File: config.mk
export PLATFORM = sky130hd
export DESIGN_NAME = pll_reset_sequencer_flat
export DESIGN_NICKNAME = d
export VERILOG_FILES = /design/src/rtl/pll_seq_pkg.sv /design/src/rtl/pll_reset_sequencer_if.sv /design/src/rtl/sync_bit.sv /design/src/rtl/pll_reset_sequencer.sv /design/src/flat_wrapper.sv
export SDC_FILE = /design/constraint.sdc
export NUM_CORES = 1
export LEC_CHECK = 0
export ABC_AREA = 1
export ABC_CLOCK_PERIOD_IN_PS = 1700
export CORE_MARGIN = 10
export CORE_UTILIZATION = 53
export DETAILED_ROUTE_END_ITERATION = 10
export PLACE_DENSITY = 0.74
export SLEW_MARGIN = 30
export SYNTH_ARGS = -nofsm -noshare
export SYNTH_HDL_FRONTEND = slang
export SYNTH_SLANG_ARGS = --single-unit
File: constraint.sdc
create_clock -name refclk -period 1.7 [get_ports refclk]
set_input_delay 0.34 -clock refclk [delete_from_list [all_inputs] [get_ports refclk]]
set_output_delay 0.34 -clock refclk [all_outputs]
set_load 0.01 [all_outputs]
File: src/rtl/pll_seq_pkg.sv
// Shared types for the PLL reset sequencer: FSM state encoding and status counter width.
package pll_seq_pkg;

  localparam int unsigned STAT_W = 8;

  typedef enum logic [1:0] {
    PllReset  = 2'd0,
    WaitLock  = 2'd1,
    Stabilise = 2'd2,
    Running   = 2'd3
  } pll_state_e;

  function automatic logic [STAT_W-1:0] sat_inc(input logic [STAT_W-1:0] v);
    return (v == '1) ? v : v + 1'b1;
  endfunction

endpackage

File: src/rtl/pll_reset_sequencer_if.sv
// PLL-facing and status signals of the reset sequencer; master is the sequencer side.
interface pll_reset_sequencer_if;
  import pll_seq_pkg::*;

  logic              pll_locked;
  logic              pll_rst;
  logic              locked;
  logic              sys_rst;
  logic              lock_lost;
  logic [STAT_W-1:0] relock_count;
  logic [STAT_W-1:0] timeout_count;

  modport master (
    input  pll_locked,
    output pll_rst, locked, sys_rst, lock_lost, relock_count, timeout_count
  );

  modport slave (
    output pll_locked,
    input  pll_rst, locked, sys_rst, lock_lost, relock_count, timeout_count
  );

endinterface

File: src/rtl/sync_bit.sv
// Multi-flop single-bit synchroniser with synchronous active-high clear.
module sync_bit #(
  parameter int unsigned SYNC_STAGES = 2
) (
  input  logic refclk,
  input  logic rst,
  input  logic d,
  output logic q
);

  logic [SYNC_STAGES-1:0] sync_q;

  always_ff @(posedge refclk) begin
    if (rst) begin
      sync_q <= '0;
    end else begin
      sync_q <= {sync_q[SYNC_STAGES-2:0], d};
    end
  end

  assign q = sync_q[SYNC_STAGES-1];

endmodule

File: src/rtl/pll_reset_sequencer.sv
// PLL reset / lock-wait / stabilise sequencer producing a clean lock flag and system reset.
// Status counters are built only when PLL_RESET_SEQUENCER_COUNTERS_EN is defined.
module pll_reset_sequencer
  import pll_seq_pkg::*;
#(
  parameter int unsigned PLL_RST_CYCLES      = 16,
  parameter int unsigned LOCK_TIMEOUT_CYCLES = 65536,
  parameter int unsigned LOCK_STABLE_CYCLES  = 1024,
  parameter int unsigned SYNC_STAGES         = 2,
  parameter int unsigned CNT_W               = 20
) (
  input  logic                  refclk,
  input  logic                  rst,
  pll_reset_sequencer_if.master seq_if
);

  localparam logic [CNT_W-1:0] RstLast     = CNT_W'(PLL_RST_CYCLES - 1);
  localparam logic [CNT_W-1:0] TimeoutLast = CNT_W'(LOCK_TIMEOUT_CYCLES - 1);
  localparam logic [CNT_W-1:0] StableLast  = CNT_W'(LOCK_STABLE_CYCLES - 1);

  pll_state_e       state_q;
  logic [CNT_W-1:0] cnt_q;
  logic             lock_lost_q;
  logic             locked_s;
  logic             timeout_hit;
  logic             lock_loss;

  sync_bit #(
    .SYNC_STAGES(SYNC_STAGES)
  ) u_lock_sync (
    .refclk(refclk),
    .rst   (rst),
    .d     (seq_if.pll_locked),
    .q     (locked_s)
  );

  // Lock takes priority over a coincident timeout compare.
  assign timeout_hit = (state_q == WaitLock) && !locked_s && (cnt_q == TimeoutLast);
  assign lock_loss   = (state_q == Running) && !locked_s;

  always_ff @(posedge refclk) begin
    if (rst) begin
      state_q     <= PllReset;
      cnt_q       <= '0;
      lock_lost_q <= 1'b0;
    end else begin
      lock_lost_q <= lock_loss;
      unique case (state_q)
        PllReset: begin
          if (cnt_q == RstLast) begin
            state_q <= WaitLock;
            cnt_q   <= '0;
          end else begin
            cnt_q <= cnt_q + CNT_W'(1);
          end
        end
        WaitLock: begin
          if (locked_s) begin
            state_q <= Stabilise;
            cnt_q   <= '0;
          end else if (timeout_hit) begin
            state_q <= PllReset;
            cnt_q   <= '0;
          end else begin
            cnt_q <= cnt_q + CNT_W'(1);
          end
        end
        Stabilise: begin
          // A glitch only restarts the lock wait; the PLL is not reset.
          if (!locked_s) begin
            state_q <= WaitLock;
            cnt_q   <= '0;
          end else if (cnt_q == StableLast) begin
            state_q <= Running;
            cnt_q   <= '0;
          end else begin
            cnt_q <= cnt_q + CNT_W'(1);
          end
        end
        Running: begin
          if (lock_loss) begin
            state_q <= PllReset;
            cnt_q   <= '0;
          end
        end
      endcase
    end
  end

  assign seq_if.pll_rst   = (state_q == PllReset);
  assign seq_if.locked    = (state_q == Running);
  assign seq_if.sys_rst   = (state_q != Running);
  assign seq_if.lock_lost = lock_lost_q;

`ifdef PLL_RESET_SEQUENCER_COUNTERS_EN
  logic [STAT_W-1:0] relock_q;
  logic [STAT_W-1:0] timeout_q;

  always_ff @(posedge refclk) begin
    if (rst) begin
      relock_q  <= '0;
      timeout_q <= '0;
    end else begin
      if (lock_loss)   relock_q  <= sat_inc(relock_q);
      if (timeout_hit) timeout_q <= sat_inc(timeout_q);
    end
  end

  assign seq_if.relock_count  = relock_q;
  assign seq_if.timeout_count = timeout_q;
`else
  assign seq_if.relock_count  = '0;
  assign seq_if.timeout_count = '0;
`endif

endmodule

File: src/flat_wrapper.sv
// flat-port wrapper written by rule: the top's interface ports become plain ports
module pll_reset_sequencer_flat import pll_seq_pkg::*;
#(
  parameter int unsigned PLL_RST_CYCLES      = 16,
  parameter int unsigned LOCK_TIMEOUT_CYCLES = 65536,
  parameter int unsigned LOCK_STABLE_CYCLES  = 1024,
  parameter int unsigned SYNC_STAGES         = 2,
  parameter int unsigned CNT_W               = 20
)
  (refclk, rst, seq_if_pll_locked, seq_if_pll_rst, seq_if_locked, seq_if_sys_rst, seq_if_lock_lost, seq_if_relock_count, seq_if_timeout_count);
  pll_reset_sequencer_if seq_if_i ();
  input  logic refclk;
  input  logic rst;
  input wire logic [$bits(seq_if_i.pll_locked)-1:0] seq_if_pll_locked;
  output wire logic [$bits(seq_if_i.pll_rst)-1:0] seq_if_pll_rst;
  output wire logic [$bits(seq_if_i.locked)-1:0] seq_if_locked;
  output wire logic [$bits(seq_if_i.sys_rst)-1:0] seq_if_sys_rst;
  output wire logic [$bits(seq_if_i.lock_lost)-1:0] seq_if_lock_lost;
  output wire logic [$bits(seq_if_i.relock_count)-1:0] seq_if_relock_count;
  output wire logic [$bits(seq_if_i.timeout_count)-1:0] seq_if_timeout_count;
  assign seq_if_i.pll_locked = seq_if_pll_locked;
  assign seq_if_pll_rst = seq_if_i.pll_rst;
  assign seq_if_locked = seq_if_i.locked;
  assign seq_if_sys_rst = seq_if_i.sys_rst;
  assign seq_if_lock_lost = seq_if_i.lock_lost;
  assign seq_if_relock_count = seq_if_i.relock_count;
  assign seq_if_timeout_count = seq_if_i.timeout_count;
  pll_reset_sequencer #(.PLL_RST_CYCLES(PLL_RST_CYCLES), .LOCK_TIMEOUT_CYCLES(LOCK_TIMEOUT_CYCLES), .LOCK_STABLE_CYCLES(LOCK_STABLE_CYCLES), .SYNC_STAGES(SYNC_STAGES), .CNT_W(CNT_W)) u_core (.refclk(refclk), .rst(rst), .seq_if(seq_if_i));
endmodule
=== After elaboration in Yosys (flattened, before gate mapping) ===
Index checks and enable logic that the tools add are counted.

* Output and inout bits: 20
* Logic and storage cells: 36
* Register bits after elaboration: 25

* Multiplexer cells: 14
* Reductions and logical operators: 6
* Equal/unequal tests: 11
* $add $sub $neg: 1

{| class="wikitable"
|+ Operators by type and width
! cell !! count
|-
| 20-bit 2-to-1 mux || 6
|-
| 20-bit case mux with 4 select lines || 1
|-
| 20-bit by 1-bit adder with 20-bit output (second input constant) || 1
|-
| 20-bit by 10-bit equality test with 1-bit output (second input constant) || 1
|-
| 20-bit by 16-bit equality test with 1-bit output (second input constant) || 1
|-
| 20-bit by 4-bit equality test with 1-bit output (second input constant) || 1
|-
| 2-bit 2-to-1 mux || 6
|-
| 2-bit case mux with 4 select lines || 1
|-
| 3-bit by 2-bit != test with 1-bit output (second input constant) || 2
|-
| 2-bit equality test (second input constant) || 2
|-
| 2-bit by 1-bit != test with 1-bit output (second input constant) || 2
|-
| 4-bit AND reduction || 1
|-
| 1-bit logical AND || 3
|-
| 2-bit by 1-bit equality test with 1-bit output (second input constant) || 1
|-
| 2-bit zero test || 1
|-
| 2-bit != test (second input constant) || 1
|-
| 1-bit zero test || 1
|}

=== Longest topological paths before layout ===
* Depth in word-level cells: 6
* Gate-level depth with buffers: 13
* Gate-level depth less buffers: 12

=== Hierarchy ===
From an unflattened synthesis, not the netlist that was laid out.

* Cells, all modules: 221
* Area, all modules: 1462.7 µm²

{| class="wikitable"
|+ By module, submodules not included
! module !! times used !! area each (µm²) !! seq. area each (µm²) !! cells an instance
|-
| pll_reset_sequencer || 1 || 1407.6 || 460.4 || 215
|-
| sync_bit || 1 || 55.1 || 40.0 || 6
|}

=== Worst setup path before layout ===
Ideal clock, no wire load.

* Kind: register to register
* Start point: register u_core.cnt_q[0]
* End point: register u_core.cnt_q[11]
* Cell stages (with the launch flop): 14
* Arrival time: 1.444 ns
* Slack: 0.138 ns
* Path buffers: 1
* Cell sequence: dfxtp_1 > ha_1 > inv_1 > nor2_2 > nand2_2 > nor2_2 > nand2_1 > nand2_2 > nand2_2 > inv_2 > nand2_4 > nand2_4 > buf_12 > nor2_2

* Longest elaborated chain between the ends: 5
* Elaborated cells on any way between the ends: 11

{| class="wikitable"
|+ RTL lines
! element !! RTL line !! text
|-
| start, declared || pll_reset_sequencer.sv:22 || <nowiki>logic [CNT_W-1:0] cnt_q;</nowiki>
|-
| start signal, assigned || pll_reset_sequencer.sv:54 || <nowiki>cnt_q <= cnt_q + CNT_W'(1);</nowiki>
|-
| start signal, assigned || pll_reset_sequencer.sv:65 || <nowiki>cnt_q <= cnt_q + CNT_W'(1);</nowiki>
|-
| start signal, assigned || pll_reset_sequencer.sv:77 || <nowiki>cnt_q <= cnt_q + CNT_W'(1);</nowiki>
|-
| branches (longest 4 deep; another with 20-bit by 1-bit adder with 20-bit output) || -- ||
|-
| 20-bit case mux with 4 select lines (*) || pll_reset_sequencer.sv:48 || <nowiki>unique case (state_q)</nowiki>
|}

Mark *: on every way between the ends.
A chain may end at the register's enable or synchronous reset.

=== Worst setup path in the final report ===
* Start point: register u_core.cnt_q[0]
* End point: register u_core.cnt_q[13]

Same word-level chain as after synthesis.

==> impl_metrics.py <==
metrics = {
    "final_layout": {
        "multi_input_area_um2": 888,
        "ff_latch_area_um2": 509,
        "final_nets": 255,
        "design_area_mm2": 0.00171,
        "num-fill-cells": 290,
        "diodes": 0,
        "drive_gt1_share_pct": 18.8,
        "area_delta_synth_final_pct": 11.0,
    },
    "clocking": {
        "cts_buffers": 3,
        "clock_latency_ps": 320,
        "cts_sinks": 25,
        "clockRootBuffer": "clkbuf_4",
        "cts_buffer_depth": 2,
        "clk_pin_slew_worst_paths_ps": 140,
        "post-cts-setup-buffers": 0,
        "cts_max_level": 1,
        "cts_tree": "done",
    },
    "floorplan": {
        "die_area_mm2": 0.00547,
        "core_mm2": 0.00276,
        "die_width_um": 73.9,
        "fp.dieH_um": 73.9,
        "io_pins": 23,
        "num_rows": 19,
        "start_util_pct": 55.9,
    },
    "sta": {
        "tns_ps": 0,
        "finClkSkew_ps": 7.81,
        "hold_viol_final": 0,
        "fmax_mhz": 647,
        "slew_violations": 0,
        "finalSetupViolations": 0,
        "holdWs_ps": 412,
        "min_period_over_period_pct": 90.9,
        "rsz0062_at_grt": "no",
        "period_needed_ps": 1540,
        "fin_ws_ps": 155,
    },
    "placed_design": {
        "place.gp.congestion": 0.860,
        "hpwlAfterDp_um": 2470,
        "place_area_mm2": 0.00162,
        "pre_cts_ws_ps": 27.4,
        "io_buffers": 6,
    },
    "routing": {
        "ant_nets": 0,
        "via_count": 1340,
        "first_iter_violations": 48,
        "drt_first_pass_iters": 4,
        "wl_per_cell_um": 11.6,
        "drcViolationCount": 0,
        "wl_um": 3250,
        "routed_via_density": 4.77,
    },
    "yosys": {
        "synth-seq-area-share_pct": 32.5,
        "yosys_warnings": 0,
        "synth_top_area_cell": "dfxtp_1",
        "netlist_instances": 233,
        "yosys_register_bits": 25,
        "syn_avg_cell_area_um2": 6.62,
        "synth_top_area_share_pct": 32.5,
        "syn_area_mm2": 0.00154,
        "synth_area_leaders": "dfxtp_1, nand2_1, nor2_1",
        "synth_cell_types": 25,
    },
    "grt": {
        "grt_first_pass_wirelength_um": 5470,
        "antenna_found_initial": 0,
        "grtUsageTotal_pct": 12.0,
        "grt_pass1_vias": 1294,
        "grt_remaining_overflow": 0,
        "grt_max_degree": 17,
    },
    "worst_setup_path": {
        "cp_max_fo": 8,
        "critPathArrivalTime_ps": 1770,
        "endpoint_kind": "register",
        "timing_worst_setup_path_type": "register to register",
        "cp-start-kind": "register",
        "critPathRequiredTime_ps": 1920,
        "critical_path.startpoint": "u_core.cnt_q[0]$_SDFFE_PP0N_",
        "r2r_start": "u_core.cnt_q[0]$_SDFFE_PP0N_",
    },
    "status": {
        "outcome": "completed",
    },
    "run": {
        "max_cap_viol_count": 0,
    },
    "worst_hold_path": {
        "hp-class": "register to register",
        "min-delay-start": "u_core.u_lock_sync.sync_q[0]$_SDFF_PP0_",
    },
    "power": {
        "p_leak_nw": 0.746,
        "ir_drop_uv": 558,
        "power.total_w": 0.000945,
        "cellPowerDensity_mw_per_mm2": 552,
    },
}
-- stage by stage --
stage                     cells  utilization [%]
after floorplan             248                -
after global placement      276             58.8
after detailed placement    276             58.8
after CTS                   280             59.8
after global routing        281             62.0
final                       281             62.0
-- registers in the layout (all words and copies together) (netlist names) --
register / flops
u_core.cnt_q: 20
u_core.state_q: 2
u_core.seq_if.lock_lost: 1
u_core.u_lock_sync.sync_q: 2
-- Yosys cell counts --
cell      count
xor2_1        5
o21bai_1      1
clkbuf_1      1
nor3_1        6
nor2_2       14
xnor2_1       4
or2_2         1
buf_4        16
inv_2         1
dfxtp_1      25
a21oi_1       3
nand3_1      10
nand4_1       7
nor3_2        1
o21ai_0       4
inv_1        32
ha_1          1
nand2_1      49
and2_1        1
nand3_2       1
buf_12        1
nand2_2       5
nand2_4       2
conb_1        1
nor2_1       41
-- worst paths after layout --
check | endpoint | slack, ps | cells after the start
min | u_core.u_lock_sync.sync_q[1]$_SDFF_PP0_ | 410 | 2
max reg2reg | u_core.cnt_q[13]$_SDFFE_PP0N_ | 160 | 12
min reg2reg | u_core.u_lock_sync.sync_q[1]$_SDFF_PP0_ | 410 | 2
max | u_core.cnt_q[13]$_SDFFE_PP0N_ | 160 | 12
-- final cells by class --
cell class	instances	area share (%)
clock buffer	4	1.54
inverter	33	7.24
multi-input combinational	173	51.9
sequential	25	29.8
tap	31	2.27
timing repair buffer	15	7.24
-- layer usage --
layer / share of wire [%] / GRT usage [%] / vias to the layer above
met2: 51 / 21.7 / 17
li1: - / - / 715
met3: 4.3 / 2.93 / 2
met5: 0 / 0 / -
met1: 44 / 14.0 / 606
met4: 0.59 / 2.48 / 0
-- timing repair --
action,4_1_cts,5_1_grt
pin swaps,0,2
setup endpoints to repair,3,18
gates resized for setup,7,11
gates cloned,0,1
hold buffers,0,0
-- power breakdown --
part / internal (W) / switching [W]
Clock: 0.0000918 / 0.000175
Combinational: 0.0000265 / 0.0000512
Sequential: 0.000594 / 0.00000654
-- cell usage in the layout (no fill, tap or decap), types with 2 or more instances in the layout --
cell | netlist | final
a21oi_1 | 3 | 3
conb_1 | 1 | 16
nor2_1 | 41 | 40
xor2_1 | 5 | 5
nand3_1 | 10 | 10
nor2_2 | 14 | 14
o21ai_0 | 4 | 4
inv_2 | 1 | 2
nor3_1 | 6 | 5
buf_4 | 16 | 9
nand2_2 | 5 | 5
clkbuf_4 | 0 | 3
clkdlybuf4s50_1 | 0 | 3
xnor2_1 | 4 | 4
inv_1 | 32 | 31
dlygate4sd2_1 | 0 | 3
dfxtp_2 | 0 | 4
nand2_8 | 0 | 3
nand2_1 | 49 | 49
nand4_1 | 7 | 7
dfxtp_1 | 25 | 20
-- worst max-delay path, stage by stage, from the launching register on --
cell	delay [ps]
dfxtp_2	360
ha_2	190
inv_1	60
nor2_2	110
nand2_2	100
nor2_4	100
nand2_1	70
nand2_2	70
nand2_2	50
inv_2	90
nand2_8	90
nand2_8	110
nor2_1	60
-- cells by family (layout without fill, tap and decap cells) --
group           Yosys count  in the layout  synth area share [%]
buf+inv                  51             52                  17.4
compound gates            8              8                  2.76
fa+ha+maj                 1              1                 0.812
xor+xnor                  9              9                  5.11
other cells               1             16                 0.243
simple gates            138            139                  41.2
flops                    25             25                  32.5
(Power assumes the default switching activity.)
